$ cat src/rtl/ram4k_loader_pkg.sv
// Shared RAM geometry and loader state encoding for the ram4k boot loader.
package ram4k_loader_pkg;
    localparam int RAM_ADDR_W = 12;
    localparam int RAM_DATA_W = 16;

    typedef enum logic [1:0] {
        ST_IDLE   = 2'd0,
        ST_WRITE  = 2'd1,
        ST_VERIFY = 2'd2,
        ST_DONE   = 2'd3
    } ld_state_e;
endpackage

$ cat src/rtl/ram4k_loader_xor_accum.sv
// XOR checksum register with clear/enable; updates one cycle after enable, never stalls.
// Only built with RAM4K_LOADER_VERIFY_EN, where the loader keeps write and readback sums.
`ifdef RAM4K_LOADER_VERIFY_EN
module ram4k_loader_xor_accum #(
    parameter int W = 16
) (
    input  logic         clk,
    input  logic         rst_n,
    input  logic         clr_i,
    input  logic         en_i,
    input  logic [W-1:0] dat_i,
    output logic [W-1:0] sum_o
);
    logic [W-1:0] sum_q, sum_d;

    always_comb begin
        sum_d = sum_q;
        if (clr_i)     sum_d = '0;
        else if (en_i) sum_d = sum_q ^ dat_i;
    end

    always_ff @(posedge clk or negedge rst_n) begin
        if (!rst_n) sum_q <= '0;
        else        sum_q <= sum_d;
    end

    assign sum_o = sum_q;
endmodule
`endif

$ cat src/rtl/ram4k_loader.sv
// Streams words into ram4k from a base address; 1 word/cycle, load presented 1 cycle after accept.
// s_ready drops once the last word is taken. RAM4K_LOADER_VERIFY_EN adds an XOR readback pass.
module ram4k_loader
    import ram4k_loader_pkg::*;
#(
    parameter int ADDR_W = RAM_ADDR_W,
    parameter int DATA_W = RAM_DATA_W
) (
    input  logic              clk,
    input  logic              rst_n,
    input  logic              start_i,
    input  logic [ADDR_W-1:0] base_addr_i,
    input  logic [ADDR_W-1:0] len_m1_i,
    input  logic [DATA_W-1:0] s_data_i,
    input  logic              s_valid_i,
    output logic              s_ready_o,
    output logic [DATA_W-1:0] ram_in_o,
    output logic [ADDR_W-1:0] ram_address_o,
    output logic              ram_load_o,
    input  logic [DATA_W-1:0] ram_out_i,
    output logic              busy_o,
    output logic              done_o,
    output logic              verify_err_o
);
    ld_state_e         state_q, state_d;
    logic [ADDR_W-1:0] ptr_q, ptr_d;
    logic [ADDR_W-1:0] rem_q, rem_d;
    logic [ADDR_W-1:0] addr_q, addr_d;
    logic [DATA_W-1:0] din_q, din_d;
    logic              load_q, load_d;
    logic              last_q, last_d;
    logic              accept;

    // last_q marks "every word taken"; WRITE lingers one cycle so the final load lands before DONE
    assign s_ready_o = (state_q == ST_WRITE) && !last_q;
    assign accept    = s_valid_i && s_ready_o;

`ifdef RAM4K_LOADER_VERIFY_EN
    logic [ADDR_W-1:0] base_q, base_d;
    logic [ADDR_W-1:0] len_q, len_d;
    logic [ADDR_W-1:0] vcnt_q, vcnt_d;
    logic              err_q, err_d;
    logic [DATA_W-1:0] wsum, rsum;
    logic              start_go;

    assign start_go = (state_q == ST_IDLE) && start_i;

    ram4k_loader_xor_accum #(.W(DATA_W)) u_wsum (
        .clk(clk), .rst_n(rst_n), .clr_i(start_go), .en_i(accept),
        .dat_i(s_data_i), .sum_o(wsum)
    );
    ram4k_loader_xor_accum #(.W(DATA_W)) u_rsum (
        .clk(clk), .rst_n(rst_n), .clr_i(start_go), .en_i(state_q == ST_VERIFY),
        .dat_i(ram_out_i), .sum_o(rsum)
    );
    assign verify_err_o = err_q;
`else
    logic unused_ram_out;
    assign unused_ram_out = ^ram_out_i;
    assign verify_err_o   = 1'b0;
`endif

    always_comb begin
        state_d = state_q;
        ptr_d   = ptr_q;
        rem_d   = rem_q;
        addr_d  = addr_q;
        din_d   = din_q;
        load_d  = 1'b0;
        last_d  = last_q;
`ifdef RAM4K_LOADER_VERIFY_EN
        base_d  = base_q;
        len_d   = len_q;
        vcnt_d  = vcnt_q;
        err_d   = err_q;
`endif
        case (state_q)
            ST_IDLE: begin
                if (start_i) begin
                    state_d = ST_WRITE;
                    ptr_d   = base_addr_i;
                    rem_d   = len_m1_i;
                    last_d  = 1'b0;
`ifdef RAM4K_LOADER_VERIFY_EN
                    base_d  = base_addr_i;
                    len_d   = len_m1_i;
                    err_d   = 1'b0;
`endif
                end
            end
            ST_WRITE: begin
                if (accept) begin
                    din_d  = s_data_i;
                    addr_d = ptr_q;
                    load_d = 1'b1;
                    ptr_d  = ptr_q + ADDR_W'(1);
                    if (rem_q == '0) last_d = 1'b1;
                    else             rem_d  = rem_q - ADDR_W'(1);
                end
                if (last_q) begin
`ifdef RAM4K_LOADER_VERIFY_EN
                    state_d = ST_VERIFY;
                    addr_d  = base_q;
                    vcnt_d  = '0;
`else
                    state_d = ST_DONE;
`endif
                end
            end
            ST_VERIFY: begin
`ifdef RAM4K_LOADER_VERIFY_EN
                addr_d = addr_q + ADDR_W'(1);
                vcnt_d = vcnt_q + ADDR_W'(1);
                // fold in the final read combinationally so the flag is valid during DONE
                if (vcnt_q == len_q) begin
                    err_d   = err_q | ((rsum ^ ram_out_i) != wsum);
                    state_d = ST_DONE;
                end
`else
                state_d = ST_IDLE;
`endif
            end
            ST_DONE: state_d = ST_IDLE;
            default: state_d = ST_IDLE;
        endcase
    end

    always_ff @(posedge clk or negedge rst_n) begin
        if (!rst_n) begin
            state_q <= ST_IDLE;
            ptr_q   <= '0;
            rem_q   <= '0;
            addr_q  <= '0;
            din_q   <= '0;
            load_q  <= 1'b0;
            last_q  <= 1'b0;
`ifdef RAM4K_LOADER_VERIFY_EN
            base_q  <= '0;
            len_q   <= '0;
            vcnt_q  <= '0;
            err_q   <= 1'b0;
`endif
        end else begin
            state_q <= state_d;
            ptr_q   <= ptr_d;
            rem_q   <= rem_d;
            addr_q  <= addr_d;
            din_q   <= din_d;
            load_q  <= load_d;
            last_q  <= last_d;
`ifdef RAM4K_LOADER_VERIFY_EN
            base_q  <= base_d;
            len_q   <= len_d;
            vcnt_q  <= vcnt_d;
            err_q   <= err_d;
`endif
        end
    end

    assign ram_in_o      = din_q;
    assign ram_address_o = addr_q;
    assign ram_load_o    = load_q;
    assign busy_o        = (state_q != ST_IDLE);
    assign done_o        = (state_q == ST_DONE);
endmodule

$ cat config.mk
export PLATFORM = sky130hd
export DESIGN_NAME = ram4k_loader
export DESIGN_NICKNAME = d
export VERILOG_FILES = /design/src/rtl/ram4k_loader_pkg.sv /design/src/rtl/ram4k_loader_xor_accum.sv /design/src/rtl/ram4k_loader.sv
export SDC_FILE = /design/constraint.sdc
export NUM_CORES = 1
export LEC_CHECK = 0
export CORE_MARGIN = 4
export CORE_UTILIZATION = 49
export DETAILED_ROUTE_END_ITERATION = 8
export GPL_TIMING_DRIVEN = 0
export PLACE_DENSITY = 0.85
export SYNTH_ARGS = -nofsm -noshare
export SYNTH_HDL_FRONTEND = slang
export SYNTH_HIERARCHICAL = 1
export SYNTH_SLANG_ARGS = --single-unit
$ cat constraint.sdc
create_clock -name clk -period 3.3 [get_ports clk]
set_clock_uncertainty 0.1 [all_clocks]
set_input_delay 0.33 -clock clk [delete_from_list [all_inputs] [get_ports clk]]
set_output_delay 0.33 -clock clk [all_outputs]
set_load 0.01 [all_outputs]
==> summary.md, run 1 <==
| Metric | Value |
|---|---|
| Max-slew violations | 0 |
| Final hold vios | 0 |
| Number of port buffers | 75 |
| Core Box Area | 5510 um2 |
| Routed wire length | 7150 um |
| Total power | 3.38 mW |
| Ys async rst share | 100% |
| Fin crit period | 2.84 ns |
| Flop-to-flop setup slack | 0.88 ns |
| Synth Area in Simple Gates | 14.3% |
| Max cap viols | 0 |
| Post-Syn Nets | between 300 and 400 |
| CTS Sinks | 56 |
| Register area share after synthesis | between 50% and 60% |
| IO Pins | 93 |
| Post-Synth XOR/XNOR Area | 0% |
| Switching part of the total | between 30% and 40% |
| Post-DR wirelength/cell | 17.2 um |
| GRT overflow | 0 |
| Layout cell share with drive strength beyond 1 | 9.30% |
| Synthesized instance count | 259 |
| Status | complete, no violations |
| Worst-path maximum fanout | 10 |
| Insertion delay to the later sink of the worst-skew pair | 0.32 ns |
| Vias | ~2500 |
| Routed Antenna Nets | 0 |
| Syn Std Cell Area | 2780 um2 |
| Yosys warning total | 6 |
| Critical path class | reg2out |
| Maximum vdd drop | slightly below 400 uV |
| Main combinational cell family by area after synthesis | compound AO/OA/AOI/OAI gates |
| Critical-path cell list | buf_2 -> nand2b_1 -> buf_4 -> clkbuf_1 -> buf_2 -> nor2_1 -> clkdlybuf4s50_1 |
| Area delta synth->final | 35.5% |
| CTS resizes | 0 |
| Nets | between 400 and 500 |
| Mux cell area share after synthesis | about an eighth |
| HP Class | reg2reg |
| Vias in the first global route | 2433 |
| CTS tree | done |
| Worst setup EP type | output port |
| Area contributors post-synth | dfrtp_1 (50%), mux2_1 (8.9%), a21oi_1 (3.6%) |
| Initial antenna violation count | 0 |
| CP arrival | 2.41 ns |
| Unrepaired setup endpoints after global routing | false |
| CTS Buf Count | 5 |
| Syn_area_per_cell | 10.7 um2 |
| Synth Area in Compound Gates | 17.2% |
| CTS root buf | clkbuf_8 |
| Clock power share | between 10 and 15% |
| Fmax | 352 MHz |
| Initial core utilization | 50.5% |
| Clock transition at path regs | 0.10 ns |
| First-pass iteration count of the detailed router | 5 |
| Drt via density | 5.89 |
| Synth area leader | dfrtp_1 |
| Yosys reg bits | 56 |
| Synth unique cells | 48 |
| Top cell type's share of synthesized area | about half |
| Main synth FF type | dfrtp_1 |
| Worst path most repeated cell | buf_2 |
| CP startpoint kind | flop |
| Req. time, crit path | approximately 2.9 ns |
| Drt drc | 0 |
| Int Power | approximately 2.1 mW |
| Lkg Pwr | 1.52 nW |
| Post-DP HPWL | 5260 um |
| Worst-case clock buffer depth | 2 |
| CTS H-Tree Depth | 2 |
| Cell Rows | 27 |
| Logic pwr share | between 40% and 50% |
| DR iter-0 viols | 347 |
| Crit path largest cell delay | 0.49 ns |
| Sum Neg Setup Slack | 0 ns |
| Pin count of the biggest net entering global routing | 30 |
| First-pass GRT wire length | ~12000 um |
| Slew @ Worst Pin | 0.646 ns |
| P_sw | 1.28 mW |
| Slew headroom | 56.9% |
| Antenna cells | 0 |
| Chip Height | 83.3 um |
| Most common library cell in the layout ignoring fill and taps | clkdlybuf4s50_1 |
| Tcrit/Tclk final | a little under nine tenths |
| Most frequent cells in the layout | clkdlybuf4s50_1 (74), dfrtp_1 (56), mux2_1 (22) |
| Number of synthesized flops with an enable pin | 0 |
| GRT Total Usage | 21.3% |
| Gpl congestion | 0.991 |
| Synthesized-area fraction occupied by adder cells | 1.35% |
| Sequential share of power | around two fifths |
| # setup viols final | 0 |
| Pwr dens | between 800 and 900 nW/um2 |
| Width of the die | 83.3 um |
| CP max stage cell | clkdlybuf4s50_1 |
| Die area | 6940 um2 |
## what timing repair did
| item | CTS | global route |
|---|---|---|
| endpoints found under the setup margin | 0 | 0 |
| endpoints found under the hold margin | 27 | 0 |
| hold buffers | 1 | 0 |
| buffers inserted | 0 | 0 |
## worst max-delay path, delay by kind of cell (launching register included)
| family | cells | cell delay, ns |
|---|---|---|
| buffers and inverters | 5 | 1.57 |
| DFF | 1 | 0.38 |
| and+or+nand+nor | 2 | 0.16 |
## Yosys cell counts (2+ instances only)
| library cell | number |
|---|---|
| dfrtp_1 | 56 |
| mux2_1 | 22 |
| a21oi_1 | 20 |
| nand2_1 | 14 |
| nor2_1 | 13 |
| o21ai_0 | 11 |
| a31oi_1 | 10 |
| clkbuf_1 | 10 |
| nand3_1 | 8 |
| o2bb2ai_1 | 8 |
| buf_2 | 6 |
| mux2_2 | 6 |
| nor4_1 | 5 |
| o22ai_1 | 5 |
| inv_1 | 4 |
| nor3_1 | 4 |
| o31ai_1 | 4 |
| and2_1 | 3 |
| buf_4 | 3 |
| ha_1 | 3 |
| nand2b_1 | 3 |
| nor3b_1 | 3 |
| o41ai_1 | 3 |
| a22o_1 | 2 |
| a2bb2oi_1 | 2 |
| and3_1 | 2 |
| buf_6 | 2 |
| mux2i_1 | 2 |
| nand4_1 | 2 |
| nor2b_1 | 2 |
| nor4b_1 | 2 |
| o211ai_1 | 2 |
| or3_1 | 2 |
## sequential cells by signal, summed over array words and instances, names as in the netlist
| register | count |
|---|---|
| ram_in_o | 16 |
| last_q | 1 |
| ptr_q | 12 |
| ram_address_o | 12 |
| state_q | 2 |
| ram_load_o | 1 |
| rem_q | 12 |
## worst paths after layout
check | start | to | cells after the start
min in group asynchronous | rst_n | last_q | 2
max in group asynchronous | rst_n | ram_in_o[12] | 3
worst min-delay path | ram_in_o[6] | ram_in_o[6] | 1
worst max-delay path | state_q[0] | s_ready_o | 7
worst max register to register | rem_q[0] | rem_q[10] | 7
worst min register to register | ram_in_o[6] | ram_in_o[6] | 1
## layer usage
metal	vias up	GRT usage [%]	part of all wire, %	routed length [um]
li1	1132	-	-	-
met4	0	6.24	1.3	91
met2	107	34.3	48	3460
met1	1205	29.3	43	3100
met5	-	0	0	0
met3	7	3.97	7.0	498
## metrics by stage
step	instance area [um2]	hold WS [ns]	cells	utilization [%]	setup slack, ns
after CTS	3770	0.396	416	68.4	0.466
after detailed placement	3630	0.302	407	66.0	0.830
after floorplan	2780	-0.0656	259	-	1.47
final	3770	0.392	416	68.4	0.455
after global routing	3770	0.413	416	68.4	0.314
after global placement	3620	0.366	406	65.7	0.0342
## layout make-up
type                            instances  area, um2
Inverter                                4       15.0
Timing Repair Buffer                   77        776
Fill cell                             403       1740
Clock inverter                          2       38.8
Tap cell                               72       90.1
Multi-Input combinational cell        178       1250
Sequential cell                        56       1400
Buffer                                 21        113
Clock buffer                            6       82.6
## power by group through the flow
stage	Clock (mW)	Combinational [mW]	Sequential, mW
finish	0.477	1.60	1.30
global route	0.510	1.76	1.34
CTS	0.479	1.60	1.30
detailed placement	0	1.60	1.31
global placement	0	1.54	1.28
floorplan	0	0.860	1.32
## kinds of logic (layout without fill, tap and decap cells)
logic type      Yosys count  after routing
fa+ha+maj                 3              3
mux                      30             30
other cells               1              1
flops                    56             56
compound gates           73             73
buf+inv                  25            110
simple gates             71             71
Power figures use the tool's default switching activity.
==> run 2, diff against run 1 <==
==> constraint.sdc (replaced) <==
create_clock -name clk -period 3.65 [get_ports clk]
set_clock_uncertainty 0.1 [all_clocks]
set_input_delay 0.365 -clock clk [delete_from_list [all_inputs] [get_ports clk]]
set_output_delay 0.365 -clock clk [all_outputs]
set_load 0.01 [all_outputs]
==> results of run 2 <==
Same layout as run 1 (identical final DEF). Status: complete, no violations.
Among the figures that moved: setup slack after placement 0.830 ns -> 1.14 ns; setup slack after layout 0.455 ns -> 0.770 ns; register-to-register setup slack 0.88 ns -> 1.23 ns; total power 3.38 mW -> 3.06 mW; worst IR drop on VDD 389 uV -> 351 uV
==> run 3, diff against run 2 <==
--- a/config.mk
+++ b/config.mk
@@ -6,10 +6,10 @@
 export NUM_CORES = 1
 export LEC_CHECK = 0
 export CORE_MARGIN = 4
-export CORE_UTILIZATION = 49
+export CORE_UTILIZATION = 46
 export DETAILED_ROUTE_END_ITERATION = 8
 export GPL_TIMING_DRIVEN = 0
-export PLACE_DENSITY = 0.85
+export PLACE_DENSITY = 0.8
 export SYNTH_ARGS = -nofsm -noshare
 export SYNTH_HDL_FRONTEND = slang
 export SYNTH_HIERARCHICAL = 1
==> constraint.sdc (replaced) <==
create_clock -name clk -period 3 [get_ports clk]
set_clock_uncertainty 0.1 [all_clocks]
set_input_delay 0.3 -clock clk [delete_from_list [all_inputs] [get_ports clk]]
set_output_delay 0.3 -clock clk [all_outputs]
set_load 0.01 [all_outputs]
==> summary.md, run 3 (synthesized netlist as in run 1, its figures left out) <==
| Metric | Value |
|---|---|
| Layout cell share with drive strength beyond 1 | 9.30% (unchanged) |
| Crit path buffers/inverters | 5 (unchanged) |
| Initial core utilization | 47.2% (-3.3 points) |
| Area delta synth->final | 34.5% |
| Sum Neg Setup Slack | 0 ns (unchanged) |
| Clock power share | 11.8% (-2.3 points) |
| Lkg Pwr | 1.50 nW (-1.1%) |
| Initial antenna violation count | 0 (unchanged) |
| Crit path largest cell delay | 0.48 ns (about the same) |
| Final hold vios | 0 (unchanged) |
| Most common library cell in the layout ignoring fill and taps | clkdlybuf4s50_1 |
| CP startpoint kind | flop |
| First-pass GRT wire length | 11600 um (-4.6%) |
| CTS resizes | 0 (unchanged) |
| Vias | 2382 (-2.8%) |
| Maximum vdd drop | between 400 and 500 uV |
| Post-DR wirelength/cell | 16.6 um (-3.6%) |
| Max cap viols | 0 (unchanged) |
| P_sw | approximately 1.4 mW |
| Fill cell total of the finished layout | 498 (+24%) |
| Post-CTS Setup Repair Bufs | 0 (unchanged) |
| Placed standard-cell area | 3640 um2 (+0.10%) |
| Most frequent cells in the layout | clkdlybuf4s50_1 (74), dfrtp_1 (56), mux2_1 (22) |
| Dpl ws | 0.547 ns |
| Core Box Area | 5890 um2 (+6.9%) |
| # setup viols final | 0 (unchanged) |
| Logic pwr share | 48.7% (+1.4 points) |
| Critical path class | reg2out |
| Critical-path cell list | buf_2 -> nand2b_1 -> buf_4 -> clkbuf_1 -> buf_2 -> nor2_1 -> clkdlybuf4s50_1 |
| Fin crit period | 2.78 ns |
| Pin count of the biggest net entering global routing | 41 (+37%) |
| Finished Layout Cells | 419 (+0.72%) |
| Insertion delay to the later sink of the worst-skew pair | 0.31 ns (about the same) |
| Tcrit/Tclk final | a little over 90% |
| Status | complete, no violations |
| Gpl congestion | 0.904 (-8.8%) |
| Worst path most repeated cell | buf_2 |
| First-pass iteration count of the detailed router | 4 (-1) |
| CTS Buf Count | 5 (unchanged) |
| Worst-case clock buffer depth | 2 (unchanged) |
| CP arrival | 2.38 ns (-0.03 ns) |
| Unrepaired setup endpoints after global routing | false |
| Post-DP HPWL | 5110 um (-2.9%) |
| Largest delay contributor family on the critical path | buffers and inverters |
| Largest register FFs | 16 (unchanged) |
| CP max stage cell | clkdlybuf4s50_1 |
| Hold WS | 0.355 ns (-0.0362 ns) |
| Die area | 7350 um2 (+5.9%) |
| GRT overflow | 0 (unchanged) |
| Placed cells | 410 (+0.74%) |
| Drt via density | 5.68 (-3.5%) |
| Routed wire length | 6940 um (-2.9%) |
| Antenna cells | 0 (unchanged) |
| Stages on the worst setup path | 7 (unchanged) |
| Chip Height | 85.7 um (+2.9%) |
| Worst-path maximum fanout | 10 (unchanged) |
| GRT Total Usage | 20.0% (-1.3 points) |
| Clock transition at path regs | 0.10 ns (about the same) |
| Hold-fix buffers, CTS | 1 (unchanged) |
| Slew headroom | 61.4% (+4.5 points) |
| Fmax | 359 MHz |
| Pwr dens | 958 nW/um2 |
| Number of port buffers | 75 (unchanged) |
| CTS tree | done |
| Worst setup margin | 0.218 ns |
| Width of the die | 85.7 um (+2.9%) |
| DR iter-0 viols | 99 (-71%) |
| Req. time, crit path | 2.60 ns |
| Post-route cell area | 3740 um2 (-0.73%) |
| CTS Sinks | 56 (unchanged) |
| IO Pins | 93 (unchanged) |
| Vias in the first global route | 2292 (-5.8%) |
| Nets | 406 (unchanged) |
| Routed Antenna Nets | 0 (unchanged) |
| Worst setup EP type | output port |
| Int Power | between 2 and 2.5 mW |
| Sequential share of power | 39.5% (+1.0 points) |
| Max-slew violations | 0 (unchanged) |
| CTS root buf | clkbuf_8 |
| Drt drc | 0 (unchanged) |
| HP Class | in2async |
| Slew @ Worst Pin | 0.570 ns (-0.0755 ns) |
| Cell Rows | 28 (+3.7%) |
| Switching part of the total | 38.3% |
| CTS H-Tree Depth | 2 (unchanged) |
| R2R depth | 7 (unchanged) |
## run 3: cell types whose count changed in the layout (fill, tap and decap cells not counted), sizes merged
| cell | before | now |
|---|---|---|
| inv | 4 | 5 |
| clkbuf | 16 | 15 |
| clkinvlp | 0 | 1 |
| bufinv | 1 | 0 |
## run 3: stage by stage
stage	total power [mW]	utilization, %
floorplan	2.40	-
global placement	3.13	61.6
detailed placement	3.19	61.8
CTS	3.61	63.5
global route	3.87	63.5
finish	3.58	63.5
## run 3: per-layer routing
| layer | vias up | global-route usage (%) | wire (um) | share of wire [%] |
|---|---|---|---|---|
| li1 | 1137 | - | - | - |
| met1 | 1154 | 28.7 | 3180 | 46 |
| met2 | 82 | 31.1 | 3230 | 46 |
| met3 | 9 | 3.65 | 422 | 6.1 |
| met4 | 0 | 5.90 | 106 | 1.5 |
| met5 | - | 0 | 0 | 0 |
## run 3: power by group through the flow
stage	logic, mW	clock network [mW]	registers [mW]
floorplan	0.946	0	1.45
global placement	1.72	0	1.41
detailed placement	1.76	0	1.43
CTS	1.77	0.434	1.41
global route	1.92	0.469	1.48
finish	1.74	0.422	1.41
## run 3: area by class of cell
type / instances / area [um2] / share of cell area (%)
Inverter: 4 / 15.0 / 0.402
Sequential cell: 56 / 1400 / 37.5
Clock inverter: 3 / 21.3 / 0.569
Timing Repair Buffer: 77 / 776 / 20.7
Tap cell: 75 / 93.8 / 2.51
Buffer: 21 / 113 / 3.01
Multi-Input combinational cell: 178 / 1250 / 33.4
Clock buffer: 5 / 68.8 / 1.84
## run 3: final timing paths
check | endpoint | from | slack [ns]
setup reg to reg | rem_q[10] | rem_q[0] | 0.56
setup / recovery | s_ready_o | state_q[0] | 0.22
max in group asynchronous | ptr_q[0] | rst_n | 1.90
hold / removal | state_q[1] | rst_n | 0.36
hold reg to reg | ram_in_o[7] | ram_in_o[7] | 0.39
min in group clk | ram_in_o[7] | ram_in_o[7] | 0.39
